File: config.mk
export PLATFORM = sky130hd
export DESIGN_NAME = sb_rx_msg_queue
export DESIGN_NICKNAME = d
export VERILOG_FILES = /design/src/rtl/sb_rx_pkg.sv /design/src/rtl/sb_rx_msg_mem.sv /design/src/rtl/sb_rx_msg_queue.sv
export SDC_FILE = /design/constraint.sdc
export NUM_CORES = 1
export LEC_CHECK = 0
export CELL_PAD_IN_SITES_DETAIL_PLACEMENT = 0
export CELL_PAD_IN_SITES_GLOBAL_PLACEMENT = 1
export CORE_MARGIN = 8
export CORE_UTILIZATION = 35
export CTS_CLUSTER_SIZE = 10
export DETAILED_ROUTE_END_ITERATION = 10
export GPL_TIMING_DRIVEN = 0
export PLACE_DENSITY = 0.71
export SLEW_MARGIN = 20
export SYNTH_ARGS = -nofsm -noshare
export SYNTH_HDL_FRONTEND = slang
export SYNTH_HIERARCHICAL = 1
export SYNTH_SLANG_ARGS = --single-unit
File: constraint.sdc
create_clock -name i_clk -period 6.2 [get_ports i_clk]
set_clock_uncertainty 0.15 [all_clocks]
set_input_delay 1.86 -clock i_clk [delete_from_list [all_inputs] [get_ports i_clk]]
set_output_delay 1.86 -clock i_clk [all_outputs]
set_load 0.005 [all_outputs]
File: src/rtl/sb_rx_pkg.sv
// Shared types and widths for the sideband RX message queue.
// Latency: n/a (types only).
// Backpressure: n/a (types only).
package sb_rx_pkg;

    localparam int MSG_NO_W   = 4;
    localparam int MSG_INFO_W = 3;
    localparam int DATA_W     = 16;
    localparam int ENTRY_W    = MSG_NO_W + MSG_INFO_W + DATA_W;

    // One queued sideband message (23 bits).
    typedef struct packed {
        logic [MSG_NO_W-1:0]   msg_no;
        logic [MSG_INFO_W-1:0] msg_info;
        logic [DATA_W-1:0]     data;
    } entry_t;

    // Occupancy state of the queue.
    typedef enum logic [1:0] {
        Q_EMPTY   = 2'd0,
        Q_PARTIAL = 2'd1,
        Q_FULL    = 2'd2
    } q_state_e;

endpackage

File: src/rtl/sb_rx_msg_mem.sv
// Message storage: DEPTH x entry register array, no reset on contents.
// Latency: write lands at the clock edge; read is combinational from rd_addr.
// Backpressure: none; the owner decides when wr_en is legal.
//
// Ports:
//   i_clk            clock
//   wr_en/wr_addr    write strobe and slot index
//   wr_dat           entry to store
//   rd_addr/rd_dat   asynchronous read port (queue head)
module sb_rx_msg_mem
    import sb_rx_pkg::*;
#(
    parameter int DEPTH = 4
) (
    input  logic                     i_clk,
    input  logic                     wr_en,
    input  logic [$clog2(DEPTH)-1:0] wr_addr,
    input  logic [ENTRY_W-1:0]       wr_dat,
    input  logic [$clog2(DEPTH)-1:0] rd_addr,
    output logic [ENTRY_W-1:0]       rd_dat
);

    entry_t mem_q [DEPTH];

    always_ff @(posedge i_clk) begin
        if (wr_en) begin
            mem_q[wr_addr] <= entry_t'(wr_dat);
        end
    end

    assign rd_dat = mem_q[rd_addr];

endmodule

File: src/rtl/sb_rx_msg_queue.sv
// FWFT queue of decoded sideband RX messages, flushed on any LTSM state change.
// Latency: one cycle from accepted push to o_msg_valid; head read straight from storage.
// Backpressure: none upstream; pushes while full (and no pop) are dropped and flagged.
//
// Ports:
//   i_clk, i_rst_n                  clock, synchronous active-low reset
//   i_msg_valid/no/info/data        decoded message pulse and fields
//   i_parity_error                  qualifies i_msg_valid: drop and count
//   i_state                         LTSM state; any change flushes the queue
//   i_ltsm_ready                    consumer pops the head entry
//   o_msg_valid/no/info/data        head entry
//   o_count, o_full, o_empty        occupancy
//   o_overflow                      sticky drop-on-full flag (cleared by flush)
//   o_parity_drop_cnt               saturating parity-drop counter (reset only)
module sb_rx_msg_queue
    import sb_rx_pkg::*;
#(
    parameter int DEPTH     = 4,
    parameter int ERR_CNT_W = 8
) (
    input  logic                    i_clk,
    input  logic                    i_rst_n,
    input  logic                    i_msg_valid,
    input  logic [3:0]              i_msg_no,
    input  logic [2:0]              i_msg_info,
    input  logic [15:0]             i_data,
    input  logic                    i_parity_error,
    input  logic [3:0]              i_state,
    input  logic                    i_ltsm_ready,
    output logic                    o_msg_valid,
    output logic [3:0]              o_msg_no,
    output logic [2:0]              o_msg_info,
    output logic [15:0]             o_data,
    output logic [$clog2(DEPTH):0]  o_count,
    output logic                    o_full,
    output logic                    o_empty,
    output logic                    o_overflow,
    output logic [ERR_CNT_W-1:0]    o_parity_drop_cnt
);

    localparam int PTR_W = $clog2(DEPTH);
    localparam int CNT_W = PTR_W + 1;

    localparam logic [PTR_W-1:0]     PTR_ONE   = PTR_W'(1);
    localparam logic [CNT_W-1:0]     CNT_ONE   = CNT_W'(1);
    localparam logic [CNT_W-1:0]     CNT_DEPTH = CNT_W'(DEPTH);
    localparam logic [ERR_CNT_W-1:0] ERR_ONE   = ERR_CNT_W'(1);

    logic [3:0]           state_q;
    logic [PTR_W-1:0]     wr_ptr_q;
    logic [PTR_W-1:0]     rd_ptr_q;
    logic [CNT_W-1:0]     count_q;
    logic [CNT_W-1:0]     count_nxt;
    q_state_e             q_state_q;
    q_state_e             q_state_nxt;
    logic                 overflow_q;
    logic [ERR_CNT_W-1:0] perr_cnt_q;

    logic   flush;
    logic   msg_ok;
    logic   pop;
    logic   push;
    entry_t wr_entry;
    entry_t head;

    // ------------------------------------------------------------------
    // Push/pop qualification
    // ------------------------------------------------------------------
    always_comb begin
        flush  = (i_state != state_q);
        msg_ok = i_msg_valid && !i_parity_error;
        // A flush discards the queue, so any pop that cycle is meaningless.
        pop    = o_msg_valid && i_ltsm_ready && !flush;
        // On flush the queue is about to be empty, so the push always fits;
        // when full, a same-cycle pop frees the slot.
        push   = msg_ok && (flush || (q_state_q != Q_FULL) || pop);
    end

    always_comb begin
        count_nxt = count_q;
        if (flush) begin
            count_nxt = push ? CNT_ONE : '0;
        end else if (push && !pop) begin
            count_nxt = count_q + CNT_ONE;
        end else if (pop && !push) begin
            count_nxt = count_q - CNT_ONE;
        end
    end

    // ------------------------------------------------------------------
    // Occupancy FSM: drives the flags, tracks count_nxt
    // ------------------------------------------------------------------
    always_comb begin
        q_state_nxt = q_state_q;
        case (q_state_q)
            Q_EMPTY: begin
                // Only a push leaves EMPTY; DEPTH >= 2 so one entry is PARTIAL.
                if (push) begin
                    q_state_nxt = Q_PARTIAL;
                end
            end
            Q_PARTIAL: begin
                if (count_nxt == '0) begin
                    q_state_nxt = Q_EMPTY;
                end else if (count_nxt == CNT_DEPTH) begin
                    q_state_nxt = Q_FULL;
                end
            end
            Q_FULL: begin
                if (flush) begin
                    q_state_nxt = push ? Q_PARTIAL : Q_EMPTY;
                end else if (pop && !push) begin
                    q_state_nxt = Q_PARTIAL;
                end
            end
            default: begin
                q_state_nxt = Q_EMPTY;
            end
        endcase
    end

    always_ff @(posedge i_clk) begin
        if (!i_rst_n) begin
            q_state_q <= Q_EMPTY;
        end else begin
            q_state_q <= q_state_nxt;
        end
    end

    // ------------------------------------------------------------------
    // Pointers, count, sticky flags
    // ------------------------------------------------------------------
    always_ff @(posedge i_clk) begin
        if (!i_rst_n) begin
            state_q    <= '0;
            wr_ptr_q   <= '0;
            rd_ptr_q   <= '0;
            count_q    <= '0;
            overflow_q <= 1'b0;
            perr_cnt_q <= '0;
        end else begin
            state_q <= i_state;
            count_q <= count_nxt;

            if (push) begin
                wr_ptr_q <= wr_ptr_q + PTR_ONE;
            end

            // Flushing snaps the read pointer onto the write pointer, so a
            // push written at wr_ptr_q this cycle becomes the lone entry.
            if (flush) begin
                rd_ptr_q <= wr_ptr_q;
            end else if (pop) begin
                rd_ptr_q <= rd_ptr_q + PTR_ONE;
            end

            if (flush) begin
                overflow_q <= 1'b0;
            end else if (msg_ok && (q_state_q == Q_FULL) && !pop) begin
                overflow_q <= 1'b1;
            end

            // Not touched by flush: this is a link-health statistic.
            if (i_msg_valid && i_parity_error && !(&perr_cnt_q)) begin
                perr_cnt_q <= perr_cnt_q + ERR_ONE;
            end
        end
    end

    // ------------------------------------------------------------------
    // Storage
    // ------------------------------------------------------------------
    assign wr_entry = '{msg_no: i_msg_no, msg_info: i_msg_info, data: i_data};

    sb_rx_msg_mem #(
        .DEPTH (DEPTH)
    ) u_mem (
        .i_clk   (i_clk),
        .wr_en   (push),
        .wr_addr (wr_ptr_q),
        .wr_dat  (wr_entry),
        .rd_addr (rd_ptr_q),
        .rd_dat  (head)
    );

    // ------------------------------------------------------------------
    // Outputs
    // ------------------------------------------------------------------
    assign o_empty           = (q_state_q == Q_EMPTY);
    assign o_full            = (q_state_q == Q_FULL);
    assign o_msg_valid       = !o_empty;
    assign o_msg_no          = head.msg_no;
    assign o_msg_info        = head.msg_info;
    assign o_data            = head.data;
    assign o_count           = count_q;
    assign o_overflow        = overflow_q;
    assign o_parity_drop_cnt = perr_cnt_q;

endmodule

=== After elaboration in Yosys (flattened, before gate mapping) ===
Memories as Yosys holds them, arrays and structs flattened. A register that Yosys moved wholly into a read port is not among the register bits.
Cells that the tools add are included.
Widths: inputs -> output; s select.

* Memories kept: 1
* Register bits after elaboration: 22
* Input bits: 32
* Bits in writable memories: 92

* Add/sub/neg operators: 5
* Eq/ne operators: 8
* Reductions and logical operators: 24
* Muxes and demuxes: 17
* Bitwise gates (word level): 1

{| class="wikitable"
|+ Memory list
! name !! depth !! bits a word !! rd ports !! clocked after memory_dff !! write ports !! RTL line !! RTL
|-
| u_mem.mem_q || 4 || 23 || 1 || 1 || 1 || sb_rx_msg_mem.sv:23 || <nowiki>entry_t mem_q [DEPTH];</nowiki>
|}

{| class="wikitable"
|+ Operators with widths
! kind !! number
|-
| $mux 2 || 9
|-
| $logic_and 1x1->1 || 10
|-
| $mux 3 || 3
|-
| $add 8x1->8 const B || 1
|-
| $reduce_and 8->1 || 1
|-
| $logic_not 1->1 || 6
|-
| $pmux 2 s3 || 1
|-
| $add 2x1->2 const B || 2
|-
| $mux 1 || 4
|-
| $ne 4x4->1 || 1
|-
| $add 3x1->3 const B || 1
|-
| $eq 3x3->1 const B || 1
|-
| $logic_not 3->1 || 1
|-
| $ne 3x1->1 const B || 1
|-
| $ne 3x3->1 const B || 1
|-
| $reduce_and 3->1 || 1
|-
| $sub 3x1->3 const B || 1
|-
| $eq 2x1->1 const B || 1
|-
| $eq 2x2->1 const B || 1
|-
| $logic_not 2->1 || 1
|-
| $logic_or 1x1->1 || 2
|-
| $ne 2x1->1 const B || 1
|-
| $ne 2x2->1 const B || 1
|-
| $reduce_bool 2->1 || 1
|-
| other kinds (2) || 2
|}

=== Logic depth before layout (Yosys ltp) ===
Gate-level depths: netlist of the first run.

* Word-level depth: 15
* Depth in mapped cells: 7
* Depth with buffers taken out: 7

=== By module ===
Netlist of the first run, hierarchy kept.

{| class="wikitable"
|+ Modules (own cells, without submodules)
! module !! sequential area each (µm²) !! area each (µm²) !! cells each !! times used
|-
| sb_rx_msg_mem || 2762.6 || 3384.5 || 124 || 1
|-
| sb_rx_msg_queue || 440.4 || 1243.7 || 141 || 1
|}

=== Worst setup path before layout of the first run ===
OpenSTA, ideal clock, no wires.

* Path kind: input-to-reg
* Start: in i_state[2]
* End: mem u_mem/mem_q[0][0] in the netlist's numbering (enable)
* Data required time: 5613 ps
* Data arrival time: 4220 ps
* Cell stages on the path: 4
* Path buffers: 0
* Slack: 1393 ps
* Path through: xor2_1 > nor4_4 > a21oi_1 > nor3b_1

* Word-level cells in the longest chain between the ends: 7

{| class="wikitable"
|+ Ends and longest elaborated chain
! item !! RTL line !! RTL
|-
| from (decl) || sb_rx_msg_queue.sv:28 || <nowiki>input logic [3:0] i_state,</nowiki>
|-
| $ne 4x4->1 (*) || sb_rx_msg_queue.sv:70 || <nowiki>flush = (i_state != state_q);</nowiki>
|-
| $logic_not 1->1 || sb_rx_msg_queue.sv:73 || <nowiki>pop = o_msg_valid && i_ltsm_ready && !flush;</nowiki>
|-
| $logic_and 1x1->1 || sb_rx_msg_queue.sv:73 ||
|-
| $logic_or 1x1->1 (*) || sb_rx_msg_queue.sv:76 || <nowiki>push = msg_ok && (flush || (q_state_q != Q_FULL) || pop);</nowiki>
|-
| $logic_and 1x1->1 (*) || sb_rx_msg_queue.sv:76 ||
|-
| net push || sb_rx_msg_queue.sv:62 || <nowiki>logic push;</nowiki>
|-
| $mux 1 (*) || sb_rx_msg_mem.sv:26 || <nowiki>if (wr_en) begin</nowiki>
|-
| $mux 1 (not written as such) (*) || sb_rx_msg_mem.sv:27 || <nowiki>mem_q[wr_addr] <= entry_t'(wr_dat);</nowiki>
|-
| to (decl) || sb_rx_msg_mem.sv:23 ||
|}

Mark *: on every way through the listed nets, which the timed path passes. The rest lies on a longest branch.

==> key figures, run 1 <==
Status
  – Status: completed

Global routing
  – Largest net degree at the start of global routing: 24
  – GRT overflow: 0
  – GRT Overall Usage: 11.49%
  – Initial antenna violation count: 0
  – Global-route wire length before repair: 14.39 mm
  – Vias in the first global route: 2748

STA
  – Final Setup Violations: 0
  – Slew Limit Headroom: 56.37%
  – Worst-Margin Slew: 0.6545 ns
  – Pins Over Slew Limit: 0
  – F_max: 243.6 MHz
  – Min Clock Period, post-route: 4.106 ns
  – Final worst slack: 2.094 ns
  – Hold Vio Cnt, Final: 0
  – RSZ-0062 raised after global routing: no
  – TNS Setup: 0 ns
  – Period utilization: 66.22%

Worst setup path
  – CP max stage delay: 0.53 ns
  – CP Class: flip-flop to output pin
  – CP Capture Type: output pin
  – Startpoint types: flip-flop
  – Worst EP arrival: 2.10 ns
  – CP cell instances: buf_6 > buf_12 > mux4_2 > clkdlybuf4s50_1
  – CP max-delay cell: mux4_2
  – Critical Path RT: 4.19 ns
  – CP max FO: 10

Floorplanning
  – Die width: 131.0 µm
  – Die area: 17160 µm²
  – Initial Utilization: 35.37%
  – DIE HEIGHT: 131.0 µm
  – I/O pin count: 70
  – Core box area: 13090 µm²
  – Cell Rows: 42

Detailed routing
  – WL per Instance: 16.68 µm
  – Vias: 2572
  – Via density: 4.745
  – Initial DRC Count: 107
  – Drt total wl: 9.038 mm
  – DRC Markers: 0
  – Pre-antenna DRT Iters: 4
  – Post-DRT Antenna Nets: 0

CTS
  – Maximum buffer depth of the clock tree: 2
  – Clk pin slew, worst setup/hold paths: 0.05 ns
  – Post-CTS setup buffer count: 0
  – Post-CTS Resized: 0
  – Post-cts hold buffer count: 0
  – CTS tree: yes
  – Num CTS Buffers: 17
  – Clock Tree Root: clkbuf_16
  – Clk_lat worst skew: 0.40 ns
  – H-tree Lvls: 4
  – Clk sinks: 114

Power and ir drop
  – PD cells: 332.9 nW/µm²
  – Comb power frac: 7.4%
  – Internal power: 1.684 mW
  – VDD IR max: 146.5 µV
  – P_leak: 2.123 nW
  – Reg power frac: 41.4%
  – Psw: 0.3802 mW
  – Clk network pwr share: 51.2%
  – Switch share: 18.42%

Synthesis
  – Top cell type's share of synthesized area: 59.69%
  – Register bit total from synthesis: 114
  – Synth warn: 6
  – Synth Area in XOR/XNOR: 2.839%
  – Commonest cells in the netlist: edfxtp_1, dfxtp_1, mux4_2, and2_1, nand2_1
  – Synth Instances: 265
  – Post-Syn Area: 4628 µm²
  – Multiplexer area fraction after synthesis: 11.90%
  – Post-synth top area cell: edfxtp_1
  – Count of cell types in the netlist: 44
  – Top post-synthesis cells by area: edfxtp_1, mux4_2, dfxtp_1
  – Post-synth top flop: edfxtp_1
  – Mean Syn Cell Area: 17.46 µm²
  – Sequential fraction of the synthesis area: 69.21%
  – EDFF count, synth: 92
  – Simple-gate share of the synthesized area: 8.462%
  – Adder-Cell Fraction of Synth Area: 0.8110%
  – Top-count cell post-synth: edfxtp_1
  – Asr flop ratio synth: 0%
  – Syn nets: 300
  – Post-synthesis compound-gate area fraction: 4.380%
  – Largest family of logic cells by synthesized area: multiplexers

Place
  – Port Buf Inserts: 67
  – Hpwl dp: 6.087 mm
  – Dpl ws: 1.750 ns
  – Routability Congestion: 0.7680

Cells and area
  – Final core occ: 47.38%
  – P&R area growth vs syn: 33.96%
  – Share of cells above drive strength 1: 18.03%
  – # fillers: 1138
  – Layout Nets: 389
  – Antenna diodes: 0

Worst hold path
  – Hold Crit Class: flip-flop to flip-flop

Job
  – Max Cap Viol: 0
==> final cells by class <==
cell class / count / area, µm² / share of cell area (%)
well taps: 176 / 220.2 / 3.552
inverters: 4 / 15.01 / 0.2422
flip-flops and latches: 114 / 3203 / 51.66
multi-input cells: 134 / 1323 / 21.33
plain buffers: 13 / 96.34 / 1.554
clock inverters: 11 / 209.0 / 3.370
clock buffers: 20 / 436.7 / 7.043
repair buffers: 70 / 696.9 / 11.24
==> path summary, 6_finish.rpt <==
check                from                 end  slack, ns  cells past startpoint
max           rd_ptr_q[0]           o_data[4]       2.09                      4
min            o_overflow          o_overflow       0.33                      2
max reg2reg  q_state_q[0]  u_mem/mem_q[0][10]       3.56                      7
min reg2reg    o_overflow          o_overflow       0.33                      2
==> kinds of logic after synthesis <==
logic type,after synthesis
AOI/OAI and AO/OA,27
and+or+nand+nor,64
adders and majority gates,3
muxes,25
DFF,114
xor gates and xnor gates,15
buffers and inverters,17
==> stage by stage <==
step | cells | total power [mW] | hold WS (ns) | cell area (µm²)
4_1_cts | 542 | 2.092 | 0.3289 | 6200
3_5_place_dp | 511 | 1.025 | 0.3074 | 5554
2_1_floorplan | 265 | 0.9426 | 0.3104 | 4628
5_1_grt | 542 | 2.135 | 0.3567 | 6200
3_3_place_gp | 508 | 1.021 | 0.3118 | 5519
6_report | 542 | 2.064 | 0.3258 | 6200
==> power groups by stage <==
stage               logic, mW  clock network (mW)  registers, mW
floorplan              0.0745                   0          0.868
global placement        0.151                   0          0.870
detailed placement      0.155                   0          0.870
CTS                     0.156                1.08          0.855
global route            0.166                1.11          0.856
finish                  0.152                1.06          0.855
==> sequential cells by signal (all words and copies together) (netlist names) <==
signal and flops:
u_mem/mem_q 92, o_parity_drop_cnt 8, state_q 4, o_count 3, q_state_q 2, rd_ptr_q 2
wr_ptr_q 2, o_overflow 1
==> metal layers <==
metal	routed length (µm)	vias up	global-route usage, %
met5	0	-	0
met4	153	0	5.672
met3	686	11	4.383
met2	4285	67	17.82
met1	3912	1270	13.77
li1	-	1224	-
==> cells in the final DEF, fill, tap and decap left out, types with 3 or more instances in the layout <==
master | netlist | final
bufinv_16 | 0 | 6
clkbuf_1 | 3 | 6
xor2_1 | 8 | 8
a221oi_1 | 3 | 3
nand2_1 | 11 | 11
nand4_1 | 5 | 5
nor2b_1 | 4 | 4
clkbuf_16 | 0 | 17
and2_1 | 17 | 17
buf_2 | 6 | 6
nor2_1 | 7 | 7
xnor2_1 | 7 | 7
mux4_2 | 20 | 20
o21a_1 | 5 | 5
a21oi_1 | 6 | 6
mux4_1 | 3 | 3
inv_1 | 4 | 4
nor3_1 | 4 | 4
clkdlybuf4s50_1 | 0 | 67
edfxtp_1 | 92 | 92
ha_1 | 3 | 3
dfxtp_1 | 22 | 22
==> critical path: cells and delay by family, from the launching register on <==
kind | cells | cell delay [ns]
buffers and inverters | 3 | 0.79
DFF | 1 | 0.38
muxes | 1 | 0.53
No activity file was read; power rests on OpenSTA's default activity.
==> run 2, diff against run 1 <==
- PLACE_DENSITY: 0.71 -> 0.73
- clock period: 6.2 -> 3.5 ns (I/O delays scaled with it)
==> run 2 against run 1 <==
Compared with the run above: combinational power up 78%; largest power group unchanged; worst hold slack better by 0.0071 ns; sequential power up 77%; final area down 0.12%; register-to-register slack worse by 2.7 ns; clock-buffer cell count down 2; via count up 1.1%; power up 74%.
==> key figures, run 2 (synthesis results as in run 1) <==
Cells and area
  – Most frequent cells in the layout: edfxtp_1, clkdlybuf4s50_1, dfxtp_1, mux4_2 (unchanged)
  – # fillers: 1105 (was 1138)
  – Max FFs per register: 92 (unchanged)
  – Area of the multi-input gates: 1329 µm² (was 1323 µm²)
  – Share of cells above drive strength 1: 19.13% (was 18.03%)
  – Biggest register: u_mem/mem_q (unchanged)
  – Commonest non-fill, non-tap cell in the layout: edfxtp_1 (unchanged)
  – Antenna diodes: 0 (unchanged)
  – P&R area growth vs syn: 33.79% (was 33.96%)
  – Register Area: 3203 µm² (unchanged)
  – Layout Nets: 388 (was 389)

Detailed routing
  – Vias: 2600 (was 2572)
  – Pre-antenna DRT Iters: 4 (unchanged)
  – DRC Markers: 0 (unchanged)
  – WL per Instance: 16.38 µm (was 16.68 µm)
  – Via density: 4.797 (was 4.745)
  – Drt total wl: 8.876 mm (was 9.038 mm)
  – Post-DRT Antenna Nets: 0 (unchanged)
  – Initial DRC Count: 87 (was 107)

STA
  – F_max: 304.6 MHz
  – Hold_ws: 0.3330 ns (was 0.3258 ns)
  – Final worst slack: 0.2175 ns (was 2.094 ns)
  – Period utilization: 93.79%
  – Worst-Margin Slew: 0.6368 ns (was 0.6545 ns)
  – Final Setup Violations: 0 (unchanged)
  – Hold Vio Cnt, Final: 0 (unchanged)
  – RSZ-0062 raised after global routing: no (unchanged)
  – Slew Limit Headroom: 57.55% (was 56.37%)
  – Pins Over Slew Limit: 0 (unchanged)
  – Min Clock Period, post-route: 3.283 ns

CTS
  – Post-CTS Resized: 0 (unchanged)
  – Post-cts hold buffer count: 0 (unchanged)
  – Num CTS Buffers: 17 (unchanged)
  – Clock Tree Root: clkbuf_16 (unchanged)
  – H-tree Lvls: 4 (unchanged)
  – Clk sinks: 114 (unchanged)
  – CTS tree: yes (unchanged)
  – Clk pin slew, worst setup/hold paths: 0.05 ns (about the same)
  – Post-CTS setup buffer count: 0 (unchanged)
  – Maximum buffer depth of the clock tree: 2 (unchanged)
  – Clk_lat worst skew: 0.39 ns (was 0.40 ns)

Job
  – Max Cap Viol: 0 (unchanged)

Worst setup path
  – Buf/Inv on CP: 3 (unchanged)
  – Startpoint types: flip-flop (unchanged)
  – Critical Path RT: 2.30 ns (was 4.19 ns)
  – CP Capture Type: output pin (unchanged)
  – Top cell family by delay on the critical path: buffers and inverters (unchanged)
  – CP max stage delay: 0.52 ns (was 0.53 ns)
  – CP cell instances: buf_6 > buf_12 > mux4_2 > clkdlybuf4s50_1 (unchanged)
  – Worst EP arrival: 2.08 ns (was 2.10 ns)
  – CP Class: flip-flop to output pin (unchanged)
  – CP max FO: 10 (unchanged)
  – CP max-delay cell: mux4_2 (unchanged)

Worst hold path
  – Hold Crit Class: flip-flop to flip-flop (unchanged)

Global routing
  – Initial antenna violation count: 0 (unchanged)
  – Vias in the first global route: 2799 (was 2748)
  – GRT overflow: 0 (unchanged)
  – Largest net degree at the start of global routing: 24 (unchanged)
  – GRT Overall Usage: 11.42% (was 11.49%)
  – Global-route wire length before repair: 14.51 mm (was 14.39 mm)

Place
  – Hpwl dp: 5.910 mm (was 6.087 mm)
  – Routability Congestion: 0.7926 (was 0.7680)
  – Port Buf Inserts: 67 (unchanged)
  – Dpl ws: -0.05373 ns (was 1.750 ns)

Power and ir drop
  – PD cells: 578.4 nW/µm² (was 332.9 nW/µm²)
  – Total power: 3.581 mW (was 2.064 mW)
  – VDD IR max: 299.1 µV (was 146.5 µV)
  – P_leak: 2.115 nW (was 2.123 nW)

Floorplanning
  – I/O pin count: 70 (unchanged)
  – Core box area: 13090 µm² (unchanged)
  – Initial Utilization: 35.37% (unchanged)
  – Cell Rows: 42 (unchanged)
  – DIE HEIGHT: 131.0 µm (unchanged)
  – Die area: 17160 µm² (unchanged)
  – Die width: 131.0 µm (unchanged)

Status
  – Status: completed (unchanged)
## run 2: layout make-up
type                       count  area share, %
sequential                   114          51.73
clock inverter                14          3.273
tap                          176          3.556
inverter                       4         0.2425
timing repair buffer          69          11.25
clock buffer                  18          6.931
buffer                        13          1.556
multi-input combinational    134          21.46
## run 2: where the power goes
| group | total, mW | internal, mW | switching, mW | leakage (nW) |
|---|---|---|---|---|
| Combinational | 0.270 | 0.159 | 0.111 | 0.794 |
| Clock | 1.80 | 1.20 | 0.597 | 0.305 |
| Sequential | 1.51 | 1.50 | 0.0140 | 1.02 |
| Total | 3.58 | 2.86 | 0.723 | 2.11 |
## run 2: final timing paths
check	from	endpoint	slack, ns	depth (start not counted)
max	rd_ptr_q[0]	o_msg_info[1]	0.22	4
min	o_overflow	o_overflow	0.33	2
max reg2reg	q_state_q[0]	u_mem/mem_q[0][12]	0.88	7
min reg2reg	o_overflow	o_overflow	0.33	2
## run 2: metal layers
| metal | part of all wire (%) | vias to the layer above | routed length (µm) | GRT usage, % |
|---|---|---|---|---|
| met3 | 7.1 | 7 | 634 | 4.789 |
| met1 | 44 | 1288 | 3914 | 13.61 |
| met2 | 48 | 75 | 4241 | 18.18 |
| met5 | 0 | - | 0 | 0 |
| li1 | - | 1230 | - | - |
| met4 | 0.97 | 0 | 86 | 4.051 |
## run 2: through the flow
stage / cells / setup TNS, ns / cell area [µm²] / utilization [%]
6_report: 542 / 0 / 6192 / 47.32
3_3_place_gp: 508 / -52.69 / 5524 / 42.22
4_1_cts: 542 / 0 / 6192 / 47.32
3_5_place_dp: 510 / -0.6599 / 5560 / 42.49
5_1_grt: 542 / 0 / 6192 / 47.32
2_1_floorplan: 265 / 0 / 4633 / -
## run 2: tightest hold or removal path, cell delays in order, from the launching register on
cell and delay [ns]:
dfxtp_1 0.32, a21oi_1 0.04, nor2_1 0.08
==> run 3, diff against run 2 <==
- SETUP_SLACK_MARGIN: unset -> 0.3
- SYNTH_HIERARCHICAL: 1 -> unset
- clock period: 3.5 -> 2.9 ns (I/O delays scaled with it)
==> run 3 against run 2 <==
Compared with the run above: sequential power grew 23%; cell count grew 3.3%; clock-buffer cell count is the same; synthesized area shrank 0.59%; power grew 21%; first-iteration DRC count grew 77%; worst hold slack gained 0.032 ns; utilization grew 1.3 points; via count grew 0.88%; largest cell class unchanged.
==> key figures, run 3 <==
Place
  – Routability Congestion: 0.7421 (was 0.7926)
  – Port Buf Inserts: 67 (unchanged)
  – Placed inst area: 5497 µm² (was 5560 µm²)
  – Dpl ws: -0.5770 ns (was -0.05373 ns)
  – Hpwl dp: 5.705 mm (was 5.910 mm)
  – Placed Cells: 511 (was 510)

Power and ir drop
  – Total power: 4.349 mW (was 3.581 mW)
  – PD cells: 686.8 nW/µm² (was 578.4 nW/µm²)
  – VDD IR max: 240.9 µV (was 299.1 µV)
  – P_leak: 2.242 nW (was 2.115 nW)

Cells and area
  – # fillers: 1147 (was 1105)
  – Post-route insts no fill: 560 (was 542)
  – Biggest register: u_mem.mem_q (was u_mem/mem_q)
  – P&R area growth vs syn: 37.64% (was 33.79%)
  – Share of cells above drive strength 1: 30.21% (was 19.13%)
  – Layout Nets: 411 (was 388)
  – Most frequent cells in the layout: edfxtp_1, clkdlybuf4s50_1, mux4_2, dfxtp_1, clkbuf_16 (was edfxtp_1, clkdlybuf4s50_1, dfxtp_1, mux4_2)
  – Design Area, Final: 6332 µm² (was 6192 µm²)
  – Final core occ: 48.59% (was 47.32%)
  – Antenna diodes: 0 (unchanged)
  – Commonest non-fill, non-tap cell in the layout: edfxtp_1 (unchanged)
  – Max FFs per register: 92 (unchanged)

CTS
  – Num CTS Buffers: 17 (unchanged)
  – Clk sinks: 116 (was 114)
  – CTS tree: yes (unchanged)
  – Maximum buffer depth of the clock tree: 2 (unchanged)
  – Post-cts hold buffer count: 0 (unchanged)
  – Clock Tree Root: clkbuf_16 (unchanged)
  – H-tree Lvls: 4 (unchanged)
  – Clk_lat worst skew: 0.40 ns (was 0.39 ns)
  – Clk pin slew, worst setup/hold paths: 0.06 ns (was 0.05 ns)

Worst setup path
  – CP Class: flip-flop to output pin (unchanged)
  – Setup slack, reg-to-reg: 0.93 ns (was 0.88 ns)
  – Worst EP arrival: 1.73 ns (was 2.08 ns)
  – Worst Reg-to-Reg Cells: 6 (was 7)
  – CP max FO: 6 (was 10)
  – CP Capture Type: output pin (unchanged)
  – Startpoint types: flip-flop (unchanged)
  – Critical Path RT: 1.88 ns (was 2.30 ns)
  – Reg-to-reg startpoint: o_parity_drop_cnt[0] (was q_state_q[0])
  – Reg2reg end: o_parity_drop_cnt[6] (was u_mem/mem_q[0][12])

Synthesis
  – Post-synth top area cell: edfxtp_1 (unchanged)
  – Asr flop ratio synth: 0% (unchanged)
  – Register bit total from synthesis: 116 (was 114)
  – Count of cell types in the netlist: 42 (was 44)
  – Synth Instances: 268 (was 265)
  – Top post-synthesis cells by area: edfxtp_1, mux4_2, dfxtp_1 (unchanged)
  – Syn nets: 307 (was 300)
  – Mean Syn Cell Area: 17.17 µm² (was 17.46 µm²)
  – Sequential fraction of the synthesis area: 70.49% (was 69.21%)
  – EDFF count, synth: 92 (unchanged)
  – Top cell type's share of synthesized area: 60.05% (was 59.69%)
  – Synth warn: 0 (was 6)
  – Commonest cells in the netlist: edfxtp_1, dfxtp_1, mux4_2, and2_1, nand2_1 (unchanged)
  – Post-Syn Area: 4601 µm² (was 4628 µm²)
  – Top-count cell post-synth: edfxtp_1 (unchanged)
  – Post-synth top flop: edfxtp_1 (unchanged)

STA
  – Final worst slack: 0.1518 ns (was 0.2175 ns)
  – RSZ-0062 raised after global routing: yes (was no)
  – TNS Setup: 0 ns (unchanged)
  – Min Clock Period, post-route: 2.748 ns
  – Final Setup Violations: 0 (unchanged)
  – Hold_ws: 0.3646 ns (was 0.3330 ns)
  – Slew Limit Headroom: 60.82% (was 57.55%)
  – F_max: 363.9 MHz
  – Hold Vio Cnt, Final: 0 (unchanged)
  – Period utilization: 94.77%
  – Worst-Margin Slew: 0.5852 ns (was 0.6368 ns)
  – Pins Over Slew Limit: 0 (unchanged)

Detailed routing
  – DRC Markers: 0 (unchanged)
  – Pre-antenna DRT Iters: 4 (unchanged)
  – Via density: 4.684 (was 4.797)
  – WL per Instance: 16.59 µm (was 16.38 µm)
  – Post-DRT Antenna Nets: 0 (unchanged)
  – Vias: 2623 (was 2600)
  – Drt total wl: 9.289 mm (was 8.876 mm)
  – Initial DRC Count: 154 (was 87)

Job
  – Max Cap Viol: 0 (unchanged)

Global routing
  – Vias in the first global route: 2749 (was 2799)
  – Global-route wire length before repair: 14.49 mm (was 14.51 mm)
  – GRT Overall Usage: 11.62% (was 11.42%)
  – Initial antenna violation count: 0 (unchanged)
  – Largest net degree at the start of global routing: 17 (was 24)
  – GRT overflow: 0 (unchanged)

Status
  – Status: completed (unchanged)

Worst hold path
  – Hold Crit Class: flip-flop to flip-flop (unchanged)
  – WHS Path Cells: 2 (unchanged)
  – Endpoint, Worst Hold: o_overflow (unchanged)
  – Hold Startpoint: o_overflow (unchanged)

Floorplanning
  – Core box area: 13030 µm² (was 13090 µm²)
  – Die area: 17070 µm² (was 17160 µm²)
  – DIE HEIGHT: 130.7 µm (was 131.0 µm)
  – Initial Utilization: 35.30% (was 35.37%)
  – Die width: 130.7 µm (was 131.0 µm)
  – Cell Rows: 42 (unchanged)
  – I/O pin count: 70 (unchanged)
==> run 3: cell types whose count changed after synthesis, sizes merged, moves of 3 or more <==
| cell | delta |
|---|---|
| a221oi | -3 |
| buf | -3 |
| ha | +4 |
| inv | +5 |
| nand3 | +7 |
| nand4 | -4 |
| nor3 | +5 |
| o21a | -3 |
| o21ai | +3 |
==> run 3: where the power goes <==
| part | leakage (nW) | switching [mW] | internal [mW] |
|---|---|---|---|
| combinational | 0.908 | 0.151 | 0.205 |
| sequential | 1.03 | 0.0181 | 1.84 |
| clock | 0.302 | 0.705 | 1.43 |
==> run 3: final cells by class <==
type | count | area (µm²) | area share, %
Sequential cell | 116 | 3248 | 51.29
Tap cell | 176 | 220.2 | 3.478
Clock inverter | 13 | 182.7 | 2.885
Buffer | 11 | 105.1 | 1.660
Inverter | 9 | 33.78 | 0.5335
Timing Repair Buffer | 81 | 763.2 | 12.05
Clock buffer | 18 | 429.2 | 6.777
Multi-Input combinational cell | 136 | 1350 | 21.32
==> run 3: timing repair <==
action / 4_1_cts / 5_1_grt
endpoints found under the setup margin: 118 / 121
setup buffers: 9 / 4
pin swaps: 4 / 2
cloned: 5 / 0
gates resized for setup: 126 / 18
==> run 3: worst max-delay path by stage <==
stage                                     to           start  slack (ns)  cells after the start
after detailed placement  u_mem.mem_q[0][11]  i_parity_error       -0.58                      5
after CTS                        o_msg_no[0]       flip-flop        0.10                      5
after floorplan            u_mem.mem_q[0][0]  i_parity_error        0.40                      4
after global placement    u_mem.mem_q[0][10]  i_parity_error       -0.56                      5
after global routing             o_msg_no[0]       flip-flop        0.09                      5
final                            o_msg_no[0]       flip-flop        0.15                      5
==> run 3: logic make-up (layout without fill, tap and decap cells) <==
| logic type | Yosys count | count (layout) | share of synthesized area [%] |
|---|---|---|---|
| XOR/XNOR | 14 | 14 | 2.665 |
| AND/OR/NAND/NOR | 60 | 64 | 7.344 |
| AO/OA/AOI/OAI | 25 | 25 | 3.807 |
| flip-flops | 116 | 116 | 70.49 |
| adder cells (fa/ha/maj) | 8 | 8 | 2.121 |
| buffers and inverters | 20 | 132 | 1.768 |
| multiplexers | 25 | 25 | 11.80 |
==> run 3: metal layers <==
layer,up-vias,global-route usage [%],part of all wire [%]
li1,1256,-,-
met3,14,5.601,8.8
met1,1273,13.69,42
met5,-,0,0
met2,80,17.91,47
met4,0,4.727,1.7
==> run 3: critical path, stage by stage, from the launching register on <==
cell and delay (ns):
dfxtp_2 0.33, buf_8 0.13, buf_12 0.12, buf_6 0.10, mux4_2 0.51, buf_6 0.14
